`src/rtl/seg_scan4.sv`:
```
// Four-digit multiplexed driver for a common-anode 7-segment display.
// Values are staged on LOAD and applied only at the frame boundary (slot 3 -> 0).
module seg_scan4 #(
  parameter int unsigned REFRESH_DIV = 50000,
  parameter bit          BLANK_LZ    = 1'b1
) (
  input  logic        CLK,
  input  logic        RST,
  input  logic [15:0] VALUE,
  input  logic [3:0]  DP,
  input  logic        LOAD,
  output logic        PENDING,
  output logic        FRAME,
  output logic [7:0]  SEG,
  output logic [3:0]  DIGIT
);

  localparam int unsigned CW = (REFRESH_DIV > 2) ? $clog2(REFRESH_DIV) : 1;

  typedef enum logic [1:0] {SLOT0, SLOT1, SLOT2, SLOT3} slot_e;

  logic [CW-1:0] cnt_q, cnt_d;
  slot_e         slot_q, slot_d;
  logic [15:0]   stage_val_q, stage_val_d, shown_val_q, shown_val_d;
  logic [3:0]    stage_dp_q, stage_dp_d, shown_dp_q, shown_dp_d;
  logic          pending_q, pending_d, frame_q, frame_d;
  logic [7:0]    seg_q, seg_d;
  logic [3:0]    digit_q, digit_d;
  logic          tick, boundary;

  // Digit k is blank when it and every higher nibble and DP bit are all zero.
  function automatic logic [7:0] decode(input logic [15:0] v, input logic [3:0] dp,
                                        input logic [1:0] k);
    logic [15:0] vs;
    logic [3:0]  ds;
    logic [6:0]  s;
    vs = v >> {k, 2'b00};
    ds = dp >> k;
    case (vs[3:0])
      4'h0: s = 7'h40;  4'h1: s = 7'h79;  4'h2: s = 7'h24;  4'h3: s = 7'h30;
      4'h4: s = 7'h19;  4'h5: s = 7'h12;  4'h6: s = 7'h02;  4'h7: s = 7'h78;
      4'h8: s = 7'h00;  4'h9: s = 7'h10;  4'hA: s = 7'h08;  4'hB: s = 7'h03;
      4'hC: s = 7'h46;  4'hD: s = 7'h21;  4'hE: s = 7'h06;  default: s = 7'h0E;
    endcase
    if (BLANK_LZ && (k != 2'd0) && (vs == 16'h0) && (ds == 4'h0))
      return 8'hFF;
    return {~ds[0], s};
  endfunction

  always_comb begin
    tick     = (cnt_q == CW'(REFRESH_DIV - 1));
    cnt_d    = tick ? '0 : cnt_q + CW'(1);
    slot_d   = slot_q;
    if (tick) begin
      case (slot_q)
        SLOT0:   slot_d = SLOT1;
        SLOT1:   slot_d = SLOT2;
        SLOT2:   slot_d = SLOT3;
        default: slot_d = SLOT0;
      endcase
    end
    boundary = tick && (slot_q == SLOT3);

    shown_val_d = shown_val_q;
    shown_dp_d  = shown_dp_q;
    if (boundary && pending_q) begin
      shown_val_d = stage_val_q;
      shown_dp_d  = stage_dp_q;
    end
    stage_val_d = LOAD ? VALUE : stage_val_q;
    stage_dp_d  = LOAD ? DP : stage_dp_q;
    // A LOAD on the boundary edge re-arms PENDING for the following frame.
    pending_d   = LOAD | (pending_q & ~boundary);
    frame_d     = boundary;

    // Outputs are computed from next state so they line up with cnt_q/slot_q.
    seg_d = decode(shown_val_d, shown_dp_d, slot_d);
    case (slot_d)
      SLOT0:   digit_d = 4'b1110;
      SLOT1:   digit_d = 4'b1101;
      SLOT2:   digit_d = 4'b1011;
      default: digit_d = 4'b0111;
    endcase
    if (cnt_d == '0) digit_d = 4'hF;
  end

  always_ff @(posedge CLK) begin
    if (RST) begin
      cnt_q       <= '0;
      slot_q      <= SLOT0;
      stage_val_q <= '0;
      stage_dp_q  <= '0;
      shown_val_q <= '0;
      shown_dp_q  <= '0;
      pending_q   <= 1'b0;
      frame_q     <= 1'b0;
      seg_q       <= '1;
      digit_q     <= '1;
    end else begin
      cnt_q       <= cnt_d;
      slot_q      <= slot_d;
      stage_val_q <= stage_val_d;
      stage_dp_q  <= stage_dp_d;
      shown_val_q <= shown_val_d;
      shown_dp_q  <= shown_dp_d;
      pending_q   <= pending_d;
      frame_q     <= frame_d;
      seg_q       <= seg_d;
      digit_q     <= digit_d;
    end
  end

  assign PENDING = pending_q;
  assign FRAME   = frame_q;
  assign SEG     = seg_q;
  assign DIGIT   = digit_q;

endmodule

```
`config.mk`:
```
export PLATFORM = sky130hd
export DESIGN_NAME = seg_scan4
export DESIGN_NICKNAME = d
export VERILOG_FILES = /design/src/rtl/seg_scan4.sv
export SDC_FILE = /design/constraint.sdc
export NUM_CORES = 1
export LEC_CHECK = 0
export BUFFER_PORTS_ARGS = -buffer_cell sky130_fd_sc_hd__buf_2
export CELL_PAD_IN_SITES_DETAIL_PLACEMENT = 0
export CELL_PAD_IN_SITES_GLOBAL_PLACEMENT = 1
export CORE_MARGIN = 2
export CORE_UTILIZATION = 45
export DETAILED_ROUTE_END_ITERATION = 8
export GPL_TIMING_DRIVEN = 1
export PLACE_DENSITY_LB_ADDON = 0.2
export SYNTH_ARGS = -nofsm -noshare
export SYNTH_HDL_FRONTEND = slang
export SYNTH_SLANG_ARGS = --single-unit
```
`constraint.sdc`:
```
create_clock -name CLK -period 4 [get_ports CLK]
set_input_delay 0.8 -clock CLK [delete_from_list [all_inputs] [get_ports CLK]]
set_output_delay 0.8 -clock CLK [all_outputs]
set_load 0.05 [all_outputs]
```
==> results of run 1 <==
==> tightest hold or removal path, cell delays in order, from the launching register on <==
cell,delay [ns]
dfxtp_1,0.31
nand2_1,0.06
a21oi_1,0.05
==> kinds of logic after synthesis <==
logic type | after synthesis | share of synthesized area, %
xor+xnor | 15 | 3.81
simple gates | 155 | 22.1
compound gates | 41 | 8.28
flops | 72 | 41.8
mux | 55 | 17.9
buf+inv | 22 | 2.90
fa+ha+maj | 9 | 3.27
==> power breakdown <==
group / switching (mW) / internal (mW)
Sequential: 0.0153 / 0.736
Combinational: 0.0526 / 0.0342
Clock: 0.259 / 0.254
Total: 0.327 / 1.02
==> worst paths after layout <==
check                           slack, ns                         to  cells past startpoint                       from
worst min register to register       0.47  shown_val_q[3]$_SDFF_PP0_                      2  shown_val_q[3]$_SDFF_PP0_
worst max register to register       0.36          SEG[5]$_SDFF_PP1_                     15        cnt_q[0]$_SDFF_PP0_
worst max-delay path                 0.36          SEG[5]$_SDFF_PP1_                     15        cnt_q[0]$_SDFF_PP0_
worst min-delay path                 0.47  shown_val_q[3]$_SDFF_PP0_                      2  shown_val_q[3]$_SDFF_PP0_
==> sequential cells by signal, summed over array words and instances (netlist names) <==
name         cells
cnt_q           16
shown_val_q     16
stage_val_q     16
SEG              8
DIGIT            4
shown_dp_q       4
stage_dp_q       4
slot_q           2
FRAME            1
PENDING          1
==> area by class of cell <==
class / count / area, um2
sequential: 72 / 1440
clock inverter: 3 / 17.5
inverter: 8 / 30.0
clock buffer: 12 / 155
fill: 688 / 3450
multi-input combinational: 275 / 1910
tap: 99 / 124
timing repair buffer: 39 / 203
==> Yosys cell counts (all sizes together), types with 2 or more instances <==
cell,number
dfxtp,72
nor2,63
mux2i,43
nand2,39
a21oi,13
nand3,13
ha,9
mux2,9
nor4,9
xnor2,9
clkbuf,8
inv,8
o221ai,8
buf,6
o21ai,6
xor2,6
nor3,5
a31oi,4
and2,4
nand4,4
or2,4
or3,4
mux4,3
or4,3
a211oi,2
and3,2
o22ai,2
==> per-stage QoR <==
stage	utilization [%]	instance area [um2]	hold WS, ns
finish	52.9	3880	0.465
global route	52.9	3880	0.502
CTS	52.7	3860	0.466
detailed placement	50.3	3690	0.456
global placement	50.3	3690	0.445
floorplan	-	3450	0.432
==> per-layer routing <==
| metal | GRT usage [%] | routed length, um | up-vias |
|---|---|---|---|
| met2 | 27.7 | 3210 | 45 |
| met3 | 3.49 | 216 | 17 |
| li1 | - | - | 1365 |
| met1 | 25.7 | 3820 | 1228 |
| met4 | 8.96 | 161 | 0 |
| met5 | 0 | 0 | - |
==> timing repair <==
| item | in CTS | in global routing |
|---|---|---|
| setup buffers | 0 | 2 |
| setup endpoints to repair | 0 | 7 |
| resized for setup | 0 | 1 |
==> summary.md, run 1 <==
| Metric | Value |
|---|---|
| Worst slew margin | 36.2% |
| Syn nets | 401 |
| MaxCap Viol Count | 0 |
| Status | finished, final reports clean |
| Initial antenna violation count | 0 |
| Post-synthesis sequential area ratio | 41.8% |
| Kind of end point of the critical path | flop |
| Clock Latency Late Sink | 0.34 ns |
| Grt ovf | 0 |
| #FFs+latches synth | 72 |
| Top cells by area, synth | dfxtp_1 42%, mux2i_1 12%, nor2_1 6.8% |
| Die Area | 0.00838 mm2 |
| Vias in the first global route | 2,518 |
| DRC marker count from the first detailed-route iteration | 109 |
| Placed cell count | 491 |
| Crit Path Class | reg -> reg |
| Core Area | 0.00733 mm2 |
| I/O pin total | 37 |
| Most frequent cells in the layout | 72 x dfxtp_1, 62 x nor2_1, 41 x mux2i_1 |
| Dpl hpwl | 5320 um |
| Root buffer cell | clkbuf_8 |
| Total power | 1.35 mW |
| Fin crit period | 3.64 ns |
| Worst Path Arrival | 3.89 ns |
| Post-synth cell types | 52 |
| WP data required | 4.26 ns |
| Final setup vio count | 0 |
| Unrepaired setup endpoints after global routing | no |
| Pins over their slew limit | 0 |
| Die Y | 91.5 um |
| Critical path's top delay family | simple AND/OR/NAND/NOR gates |
| Fin crit share | 90.9% |
| DR WL/cell | 14.6 um |
| Worst path slowest cell | dfxtp_1 |
| Warnings from Yosys | 0 |
| Final GP Congestion | 0.813 |
| HP Class | reg -> reg |
| Drt drc | 0 |
| # hold bufs at CTS | 0 |
| TritonCTS clock tree | built |
| Initial Util | 47.0% |
| Asr flop ratio synth | 0% |
| Yosys top cell area share | 41.8% |
| Crit path max fanout | 23 |
| Top_reg_cell synth | dfxtp_1 |
| Row count | 31 |
| Vias per cell | 5.23 |
| Avg Inst Size Synth | 9.34 um2 |
| Worst VDD drop | 0.203 mV |
| Deepest clock path buffer count | 2 |
| Critical path buffers and inverters | 2 |
| Fin Clk Skew | 0.00838 ns |
| Non-Filler Instances | 508 |
| Most common cell after layout, fill and taps aside | dfxtp_1 |
| Placement Setup Slack | 0.339 ns |
| Post-DRT Antenna Nets | 0 |
| CP cell instances | ha_1, nand3_1, nor4_4, buf_4, nand2_4, mux2i_1, mux2i_1, mux2_2, inv_1, ha_1, o311a_1, nand3_1, a21oi_1, a31oi_4, o221ai_1 |
| DIE WIDTH | 91.5 um |
| H-tree lvl count | 3 |
| Drt total wl | 7410 um |
| Vias | 2,655 |
| Worst-Margin Slew | 0.956 ns |
| Total CTS buffers | 9 |
| Mapped Area | 0.00345 mm2 |
| Post-synth EDFFs | 0 |
| Share of cells above drive strength 1 | 19.6% |
| Pwr Density | 348 mW/mm2 |
| Nets | 437 |
| Syn-to-layout area delta | 12.6% |
| Final setup margin | 0.364 ns |
| CP max stage delay | 0.39 ns |
| Clock slew at reported path FFs | 0.07 ns |
| Global-route wire length before repair | 12,300 um |
| Total clock sinks | 72 |
| Lkg Pwr | 1.60 nW |
| GRT Util Overall | 18.6% |
| Fmax | 0.275 GHz |
| Detailed Routing Iterations Pass 1 | 4 |
| Cell taking the most area after synthesis | dfxtp_1 |
| Setup TNS | 0 ns |
| Final Hold Vio Count | 0 |
| Antenna Diode Count | 0 |
| Cells after Synth | 369 |
| Largest net degree at the start of global routing | 51 |
| PortBufs | 36 |
| Crit path launch type | flop |
(Power assumes the default switching activity.)
==> run 2: changes to the inputs <==
--- a/config.mk
+++ b/config.mk
@@ -9,5 +9,4 @@
 export CELL_PAD_IN_SITES_DETAIL_PLACEMENT = 0
 export CELL_PAD_IN_SITES_GLOBAL_PLACEMENT = 1
-export CORE_MARGIN = 2
 export CORE_UTILIZATION = 45
 export DETAILED_ROUTE_END_ITERATION = 8
==> constraint.sdc (replaced) <==
create_clock -name CLK -period 4 [get_ports CLK]
set_input_delay 0.6 -clock CLK [delete_from_list [all_inputs] [get_ports CLK]]
set_output_delay 0.6 -clock CLK [all_outputs]
set_load 0.05 [all_outputs]
==> run 2 against run 1 <==
Compared with the run above:
- maximum frequency shrank 0.12%
- critical endpoint unchanged
- combinational power is essentially flat
- worst hold slack gained 0.016 ns
- critical path depth shrank 1
- sequential power is essentially flat
- non-clock buffer count is the same
- via count grew 1.2%
- clock skew shrank 0.0015 ns
- register-to-register slack is essentially flat
- global-route usage grew 2.3 points
==> summary.md, run 2 (synthesis results as in run 1) <==
| Metric | Value |
|---|---|
| HP Class | reg -> reg (unchanged) |
| Grt ovf | 0 (unchanged) |
| Pwr Density | 350 mW/mm2 (was 348 mW/mm2) |
| CP cell instances | ha_1, nand3_1, nor4_4, nand2_4, mux2i_1, mux2i_1, mux2_2, inv_1, ha_1, o311a_1, nand3_1, a21oi_1, a31oi_4, o221ai_1 (was ha_1, nand3_1, nor4_4, buf_4, nand2_4, mux2i_1, mux2i_1, mux2_2, inv_1, ha_1, o311a_1, nand3_1, a21oi_1, a31oi_4, o221ai_1) |
| H-tree lvl count | 3 (unchanged) |
| Cells on Worst Hold Path | 2 (unchanged) |
| Reg area | 0.00144 mm2 (unchanged) |
| Clock Power Share | 38.5% (was 37.9%) |
| Total CTS buffers | 9 (unchanged) |
| GRT Util Overall | 20.9% (was 18.6%) |
| Final core utilization | 53.1% (was 52.9%) |
| Total clock sinks | 72 (unchanged) |
| Multi-input combinational cell area | 0.00191 mm2 (unchanged) |
| Fin crit share | 91.0% (was 90.9%) |
| R2r worst-path depth | 14 (was 15) |
| Final Hold Vio Count | 0 (unchanged) |
| PortBufs | 36 (unchanged) |
| Share of cells above drive strength 1 | 19.8% (was 19.6%) |
| Pins over their slew limit | 0 (unchanged) |
| Psw | 334 uW (was 327 uW) |
| Vias per cell | 5.28 (was 5.23) |
| Flop pwr share | 55.1% (was 55.6%) |
| Crit path max fanout | 23 (unchanged) |
| MaxCap Viol Count | 0 (unchanged) |
| Antenna Diode Count | 0 (unchanged) |
| Global-route wire length before repair | 12,400 um (was 12,300 um) |
| Largest net degree at the start of global routing | 51 (unchanged) |
| Kind of end point of the critical path | flop (unchanged) |
| Fin crit period | 3.64 ns (about the same) |
| Clock slew at reported path FFs | 0.08 ns (was 0.07 ns) |
| Most common cell after layout, fill and taps aside | dfxtp_1 (unchanged) |
| R2r endpoint | SEG[5]$_SDFF_PP1_ (unchanged) |
| # hold bufs at CTS | 0 (unchanged) |
| # fillers | 699 (was 688) |
| Post-DRT Antenna Nets | 0 (unchanged) |
| Fin Clk Skew | 0.00689 ns (was 0.00838 ns) |
| Vias in the first global route | 2,478 (was 2,518) |
| Vias | 2,688 (was 2,655) |
| Die Y | 89.5 um (was 91.5 um) |
| Dpl hpwl | 5380 um (was 5320 um) |
| Worst VDD drop | 0.224 mV (was 0.203 mV) |
| Switching share of power | 24.5% (was 24.2%) |
| Status | finished, final reports clean (unchanged) |
| Nets | 437 (unchanged) |
| Most frequent cells in the layout | 72 x dfxtp_1, 62 x nor2_1, 41 x mux2i_1 (unchanged) |
| Deepest clock path buffer count | 2 (unchanged) |
| DIE WIDTH | 89.5 um (was 91.5 um) |
| WP data required | 4.26 ns (about the same) |
| Hold slack | 0.481 ns (was 0.465 ns) |
| Top Registers | cnt_q x16, shown_val_q x16, stage_val_q x16 (unchanged) |
| CP max stage delay | 0.47 ns (was 0.39 ns) |
| Syn-to-layout area delta | 12.9% (was 12.6%) |
| Initial Util | 47.0% (unchanged) |
| Row count | 31 (unchanged) |
| DRC marker count from the first detailed-route iteration | 85 (was 109) |
| Worst path slowest cell | nor4_4 (was dfxtp_1) |
| I/O pin total | 37 (unchanged) |
| Final GP Congestion | 0.864 (was 0.813) |
| Cell area after layout | 0.00389 mm2 (was 0.00388 mm2) |
| DR WL/cell | 14.6 um (about the same) |
| Worst Path Arrival | 3.90 ns (was 3.89 ns) |
| Drt total wl | 7440 um (was 7410 um) |
| Unrepaired setup endpoints after global routing | no (unchanged) |
| TritonCTS clock tree | built (unchanged) |
| Final setup vio count | 0 (unchanged) |
| Placed Area | 0.00369 mm2 (unchanged) |
| P_int | 1.03 mW (was 1.02 mW) |
| Worst-Margin Slew | 0.943 ns (was 0.956 ns) |
| Crit path launch type | flop (unchanged) |
| Final setup margin | 0.359 ns (was 0.364 ns) |
| R2R setup slack | 0.36 ns (about the same) |
| Logic pwr share | 6.4% (about the same) |
| Hold EP | shown_val_q[3]$_SDFF_PP0_ (unchanged) |
| Initial antenna violation count | 0 (unchanged) |
| Placement Setup Slack | 0.291 ns (was 0.339 ns) |
| Core Area | 0.00733 mm2 (unchanged) |
| Start of the worst register-to-register path | cnt_q[0]$_SDFF_PP0_ (unchanged) |
| Detailed Routing Iterations Pass 1 | 4 (unchanged) |
| Hold_sp | stage_val_q[3]$_SDFFE_PP0P_ (was shown_val_q[3]$_SDFF_PP0_) |
| Crit Path Class | reg -> reg (unchanged) |
| Fmax | 0.275 GHz (about the same) |
| Lkg Pwr | 1.60 nW (about the same) |
| Drt drc | 0 (unchanged) |
| Root buffer cell | clkbuf_8 (unchanged) |
| Die Area | 0.00801 mm2 (was 0.00838 mm2) |
| Worst slew margin | 37.1% (was 36.2%) |
| Clock Latency Late Sink | 0.34 ns (about the same) |
| Setup TNS | 0 ns (unchanged) |
## run 2: changes by cell type in the layout (fill, tap and decap cells not counted)
cell / previous run / this run
clkinvlp_4: 1 / 2
clkinv_2: 2 / 1
clkinv_4: 0 / 1
## run 2: cell type report
| cell class | instances | area share (%) |
|---|---|---|
| flip-flops and latches | 72 | 37.0 |
| clock buffers | 12 | 3.99 |
| repair buffers | 39 | 5.21 |
| inverters | 8 | 0.772 |
| multi-input cells | 275 | 49.1 |
| clock inverters | 4 | 0.740 |
| well taps | 99 | 3.18 |
## run 2: metrics by stage
stage | power [mW] | instances
CTS | 1.38 | 507
global placement | 0.854 | 491
finish | 1.36 | 509
floorplan | 0.827 | 369
detailed placement | 0.856 | 491
global route | 1.43 | 509
## run 2: worst max-delay path: cells and delay by family (launching register included)
family,cells,cell delay [ns]
compound gates,4,0.69
flops,1,0.40
mux,3,0.76
fa+ha+maj,2,0.47
simple gates,4,1.11
buf+inv,1,0.10
## run 2: timing repair
| item | CTS | global route |
|---|---|---|
| buffers inserted | 0 | 2 |
| endpoints found under the setup margin | 0 | 5 |
| gates resized for setup | 0 | 1 |
## run 2: routing by layer
| metal | vias up | part of all wire, % | wire length (um) | track usage, % |
|---|---|---|---|---|
| li1 | 1373 | - | - | - |
| met1 | 1243 | 48 | 3540 | 27.7 |
| met2 | 64 | 47 | 3490 | 32.5 |
| met3 | 8 | 4.5 | 333 | 6.37 |
| met4 | 0 | 1.1 | 81 | 6.64 |
| met5 | - | 0 | 0 | 0 |
## run 2: worst max path at each step
| stage | slack [ns] | end | cells past startpoint | from |
|---|---|---|---|---|
| 5_1_grt | 0.04 | SEG[5]$_SDFF_PP1_ | 14 | cnt_q[0]$_SDFF_PP0_ |
| 6_report | 0.36 | SEG[5]$_SDFF_PP1_ | 14 | cnt_q[0]$_SDFF_PP0_ |
| 3_5_place_dp | 0.29 | SEG[4]$_SDFF_PP1_ | 13 | cnt_q[6]$_SDFF_PP0_ |
| 2_1_floorplan | 0.61 | SEG[1]$_SDFF_PP1_ | 15 | cnt_q[4]$_SDFF_PP0_ |
| 3_3_place_gp | 0.43 | SEG[1]$_SDFF_PP1_ | 13 | cnt_q[10]$_SDFF_PP0_ |
| 4_1_cts | 0.27 | SEG[5]$_SDFF_PP1_ | 13 | cnt_q[4]$_SDFF_PP0_ |
## run 2: power groups by stage
stage	logic, mW	registers, mW	clock network [mW]
CTS	0.0879	0.751	0.544
global route	0.0968	0.754	0.578
floorplan	0.0461	0.781	0
detailed placement	0.0876	0.768	0
finish	0.0866	0.751	0.525
global placement	0.0865	0.768	0
